File: src/rtl/decoder_pkg.sv
// Shared encodings for the registered one-hot decoder / scanner.
package decoder_pkg;

  // FSM state encodings; 2'd3 is unreachable and recovers to IDLE.
  typedef enum logic [1:0] {
    ST_IDLE   = 2'd0,
    ST_DIRECT = 2'd1,
    ST_SCAN   = 2'd2
  } state_t;

  // Values of the mode input.
  localparam logic MODE_DIRECT = 1'b0;
  localparam logic MODE_SCAN   = 1'b1;

endpackage

File: src/rtl/decoder_scan_seq_onehot_dec.sv
// Combinational address to one-hot decoder with an enable gate.
module onehot_dec #(
  parameter int ADDR_W = 2
) (
  input  logic [ADDR_W-1:0]      addr,
  input  logic                   en,
  output logic [2**ADDR_W-1:0]   y
);

  // Set exactly one bit for the address when enabled, else all zero.
  always_comb begin
    y = '0;
    if (en) y[addr] = 1'b1;
  end

endmodule

File: src/rtl/decoder_scan_seq.sv
// Registered N-to-2^N one-hot decoder with a load-strobed DIRECT mode and
// an auto-SCAN mode that walks the outputs with a programmable dwell.
//
// Handshake: there is no valid/ready pair here; 'load' is a plain strobe
// sampled on the rising edge in DIRECT (and on the SCAN->DIRECT edge), and
// 'valid' simply flags that y is being driven.
module decoder_scan_seq
  import decoder_pkg::*;
#(
  parameter int ADDR_W  = 2,
  parameter int DWELL_W = 4
) (
  input  logic                  clk,
  input  logic                  rst_n,
  input  logic                  en,
  input  logic                  mode,
  input  logic                  load,
  input  logic [ADDR_W-1:0]     addr,
  input  logic [DWELL_W-1:0]    dwell,
  output logic [2**ADDR_W-1:0]  y,
  output logic [ADDR_W-1:0]     sel,
  output logic                  valid,
  output logic                  wrap,
  output logic [1:0]            state_dbg
);

  localparam logic [ADDR_W-1:0] SEL_MAX = {ADDR_W{1'b1}};

  state_t               state, next_state;
  logic [DWELL_W-1:0]   cnt, next_cnt;
  logic [ADDR_W-1:0]    next_sel;
  logic                 next_valid;
  logic                 next_wrap;
  logic [2**ADDR_W-1:0] next_y;

  assign state_dbg = state;

  // Next-state, next-sel and dwell counter decisions; en=0 overrides everything.
  always_comb begin
    next_state = state;
    next_sel   = sel;
    next_cnt   = cnt;
    next_valid = 1'b0;
    next_wrap  = 1'b0;
    if (!en) begin
      next_state = ST_IDLE;
      next_cnt   = '0;
    end else begin
      case (state)
        ST_IDLE, ST_DIRECT: begin
          next_valid = 1'b1;
          next_cnt   = '0;
          if (mode == MODE_SCAN) begin
            next_state = ST_SCAN;
            next_sel   = '0;
          end else begin
            next_state = ST_DIRECT;
            if (load) next_sel = addr;
          end
        end
        ST_SCAN: begin
          next_valid = 1'b1;
          if (mode == MODE_DIRECT) begin
            // Leaving SCAN keeps the current sel unless a load arrives now.
            next_state = ST_DIRECT;
            next_cnt   = '0;
            if (load) next_sel = addr;
          end else if (cnt >= dwell) begin
            // >= so that a dwell lowered mid-hold takes effect immediately.
            next_cnt  = '0;
            next_sel  = sel + ADDR_W'(1);
            next_wrap = (sel == SEL_MAX);
          end else begin
            next_cnt = cnt + DWELL_W'(1);
          end
        end
        default: begin
          next_state = ST_IDLE;
          next_cnt   = '0;
        end
      endcase
    end
  end

  // Decode the next sel so y is registered alongside sel on the same edge.
  onehot_dec #(.ADDR_W(ADDR_W)) u_onehot_dec (
    .addr (next_sel),
    .en   (next_valid),
    .y    (next_y)
  );

  // FSM and output registers, cleared asynchronously by rst_n.
  always_ff @(posedge clk or negedge rst_n) begin
    if (!rst_n) begin
      state <= ST_IDLE;
      sel   <= '0;
      cnt   <= '0;
      y     <= '0;
      valid <= 1'b0;
      wrap  <= 1'b0;
    end else begin
      state <= next_state;
      sel   <= next_sel;
      cnt   <= next_cnt;
      y     <= next_y;
      valid <= next_valid;
      wrap  <= next_wrap;
    end
  end

endmodule

File: config.mk
export PLATFORM = sky130hd
export DESIGN_NAME = decoder_scan_seq
export DESIGN_NICKNAME = d
export VERILOG_FILES = /design/src/rtl/decoder_pkg.sv /design/src/rtl/decoder_scan_seq_onehot_dec.sv /design/src/rtl/decoder_scan_seq.sv
export SDC_FILE = /design/constraint.sdc
export NUM_CORES = 1
export LEC_CHECK = 0
export ABC_AREA = 0
export CORE_MARGIN = 4
export CORE_UTILIZATION = 48
export CTS_BUF_LIST = sky130_fd_sc_hd__clkbuf_8
export DETAILED_ROUTE_END_ITERATION = 6
export PLACE_DENSITY = 0.9
export SYNTH_ARGS = -nofsm -noshare
export SYNTH_HDL_FRONTEND = slang
export SYNTH_SLANG_ARGS = --single-unit
File: constraint.sdc
create_clock -name clk -period 2.3 [get_ports clk]
set_clock_uncertainty 0.05 [all_clocks]
set_input_delay 0.69 -clock clk [delete_from_list [all_inputs] [get_ports clk]]
set_output_delay 0.69 -clock clk [all_outputs]
set_load 0.03 [all_outputs]
==> results.md <==
* Status: complete, no violations
* Setup CP Type: primary input to flop
* Die W at 47.4 um
* Die area at 0.00225 mm^2
* Via-to-Cell Ratio at 5.61
* P&R area growth vs syn at 45.0%
* Worst path slowest cell: clkdlybuf4s50_1
* Xor/xnor cell area share of the yosys netlist at 0.0235
* Reg-to-reg endpoint: y[1]
* R2R setup slack at 0.22 ns
* Register area share after synthesis at 0.470
* Antenna Violating Nets Remaining at 0
* Leakage at 0.511 nW
* Min-Delay Endpoint: cnt[0]
* Synth Area in Adders at 0.101
* CP peak stage delay at 0.46 ns
* Synth warn at 0
* CTS root buf: clkbuf_8
* Clock Tree Buf Depth at 2
* FILL cells at 85
* Switch Pwr at 163 uW
* Fmax at 449 MHz
* DRC errors left at 0
* Clock-pin slew on the worst setup and hold paths at 0.06 ns
* Design area at 0.00108 mm^2
* 1st-iter DRT viols at 8
* CP Capture Type: flop
* Grt ovf at 0
* Min-delay src: cnt[0]
* Post-DP HPWL at 1200 um
* Headroom to the max-slew limit at 0.570
* Vias in the first global route at 633
* Fraction of layout cells with a size suffix above 1 at 0.222
* Tmin final at 2.23 ns
* Synthesized area at 746 um^2
* Hold Crit Class: flop to flop
* Top-level I/O count at 21
* Worst R2R Path Depth at 6
* Worst hold path depth at 1
* Die H at 47.4 um
* Max VDD drop at 505 uV
* Final #Nets at 108
* Area after DPL at 980 um^2
* Commonest non-fill, non-tap cells in the layout: clkdlybuf4s50_1 (17), dfrtp_1 (14), nor2_1 (7)
* Fin crit share at 0.968
* H-tree depth at 1
* First-pass GRT wire length at 2760 um
* Worst Max-Slew Pin Slew at 0.642 ns
* Commonest non-fill, non-tap cell in the layout: clkdlybuf4s50_1
* Final setup margin at 0.0743 ns
* Comb pwr share at 0.191
* Dpl ws at -0.427 ns
* TNS Setup at 0 ns
* WP buf/inv at 2
* Arr. time, crit path at 2.34 ns
* Max Cap Violations at 0
* Routed Wire Length at 1670 um
* Switching share of total power at 0.259
* Synth area leader: dfrtp_1
* Net count after synthesis at 81
* Seq cells post-synth at 14
* Row cnt at 13
* Post-synthesis compound-gate area fraction at 0.176
* Area of the core at 0.00138 mm^2
* Post-synth top area share at 0.470
* Synthesized instance count at 64
* Post-CTS setup buffer count at 0
* Hold_ws at 0.452 ns
* Initial antenna violation count at 0
* RR Startpoint: cnt[0]
* All-Layer GR Usage at 0.181
* Pre-antenna DRT Iters at 4
* Final Slew Violations at 0
* Hold Buf Count CTS at 0
* Data required time of the critical path at 2.42 ns
* CTS tree: built
* Avg Inst Size Synth at 11.7 um^2
* # setup viols final at 0
* Synth top area cells: dfrtp_1 (47%), ha_1 (10%), a221oi_4 (3.5%)
* Port Buf Inserts at 20
* Placer Congestion at 0.801
* DR WL/cell at 15.9 um
* Antenna cells at 0
* Synth cell types at 27
* Total CTS buffers at 3
* Sequential power share at 0.427
* Clk Latency, worst-skew pair at 0.24 ns
* Final hold viol count at 0
* Largest net degree at the start of global routing at 15
* Clock power frac at 0.382
* Post-synthesis mux area share at 0.0268
* # clock sinks at 14
* Power Dens Cells at 582 mW/mm^2
* Int Pwr at 466 uW
* Cell Chain, Critical Path: clkdlybuf4s50_1, inv_1, ha_4, o211a_4, a21o_4, a221oi_4, nor3b_2
* Largest family of logic cells by synthesized area: simple AND/OR/NAND/NOR gates
* Tot Pwr at 629 uW
* RSZ-0062 raised after global routing: false
* CP startpoint kind: primary input
* Top delay family on crit path: compound AO/OA/AOI/OAI gates
* Synth Area in Simple Gates at 0.178
* CP Max Fanout at 6
* DR vias at 589
* Initial Utilization at 0.539
## registers in the layout, summed over array words and instances, names as in the netlist
| signal | cells |
|---|---|
| valid | 1 |
| sel | 2 |
| state_dbg | 2 |
| y | 4 |
| wrap | 1 |
| cnt | 4 |
## synthesized netlist by cell type
| cell type | instances |
|---|---|
| nand2b_1 | 1 |
| xnor2_1 | 1 |
| inv_1 | 5 |
| a22o_1 | 1 |
| a221oi_4 | 1 |
| nor3b_2 | 1 |
| ha_1 | 6 |
| nand3_1 | 2 |
| nand4b_1 | 1 |
| a21bo_2 | 1 |
| a21o_1 | 2 |
| dfrtp_1 | 14 |
| or3b_4 | 1 |
| and3_1 | 2 |
| and2_1 | 3 |
| a211oi_1 | 1 |
| mux2i_1 | 2 |
| nor2_1 | 7 |
| xor2_1 | 1 |
| nor3_1 | 1 |
| a211oi_2 | 2 |
| and4b_1 | 1 |
| a21o_4 | 1 |
| nand2_1 | 3 |
| a221oi_1 | 1 |
| o21ai_0 | 1 |
| o211a_1 | 1 |
## power by group through the flow
stage	Combinational [mW]	Sequential, mW	Clock, mW
2_1_floorplan	0.0364	0.293	0
3_3_place_gp	0.112	0.273	0
3_5_place_dp	0.116	0.273	0
4_1_cts	0.117	0.269	0.244
5_1_grt	0.129	0.271	0.261
6_report	0.120	0.269	0.240
## through the flow
step	util	std cells
floorplan	-	64
global placement	0.709	101
detailed placement	0.709	101
CTS	0.757	105
global route	0.782	105
finish	0.782	105
## worst max path at each step
| stage | from | end | slack, ns | cells past startpoint |
|---|---|---|---|---|
| 2_1_floorplan | dwell[0] | y[1] | 0.10 | 5 |
| 3_3_place_gp | dwell[0] | y[1] | -0.36 | 6 |
| 3_5_place_dp | dwell[0] | y[1] | -0.43 | 6 |
| 4_1_cts | dwell[2] | y[2] | 0.02 | 7 |
| 5_1_grt | dwell[2] | y[1] | 0.03 | 7 |
| 6_report | dwell[2] | y[1] | 0.07 | 7 |
## cell type report
cell class,count,area [um^2],area share
multi-input cells,45,427,0.395
repair buffers,22,211,0.196
clock buffers,4,55.1,0.0509
flip-flops and latches,14,350,0.324
inverters,5,18.8,0.0174
well taps,15,18.8,0.0174
## cells by family after synthesis
| group | after synthesis |
|---|---|
| AOI/OAI and AO/OA | 12 |
| adders and majority gates | 6 |
| xor gates and xnor gates | 2 |
| muxes | 2 |
| buffers and inverters | 5 |
| DFF | 14 |
| and+or+nand+nor | 23 |
## routing by layer
metal  wire length [um]  GRT usage  vias up
met5                  0          0        -
li1                   -          -      280
met2                821      0.313       25
met3                 99     0.0414        7
met4                 47     0.0994        0
met1                703      0.205      277
## what timing repair did
| action | CTS | global route |
|---|---|---|
| setup endpoints to repair | 6 | 3 |
| cloned | 0 | 0 |
| gates resized for setup | 4 | 8 |
| pin swaps | 6 | 7 |
| endpoints found under the hold margin | 0 | 0 |
Power figures use the tool's default switching activity.
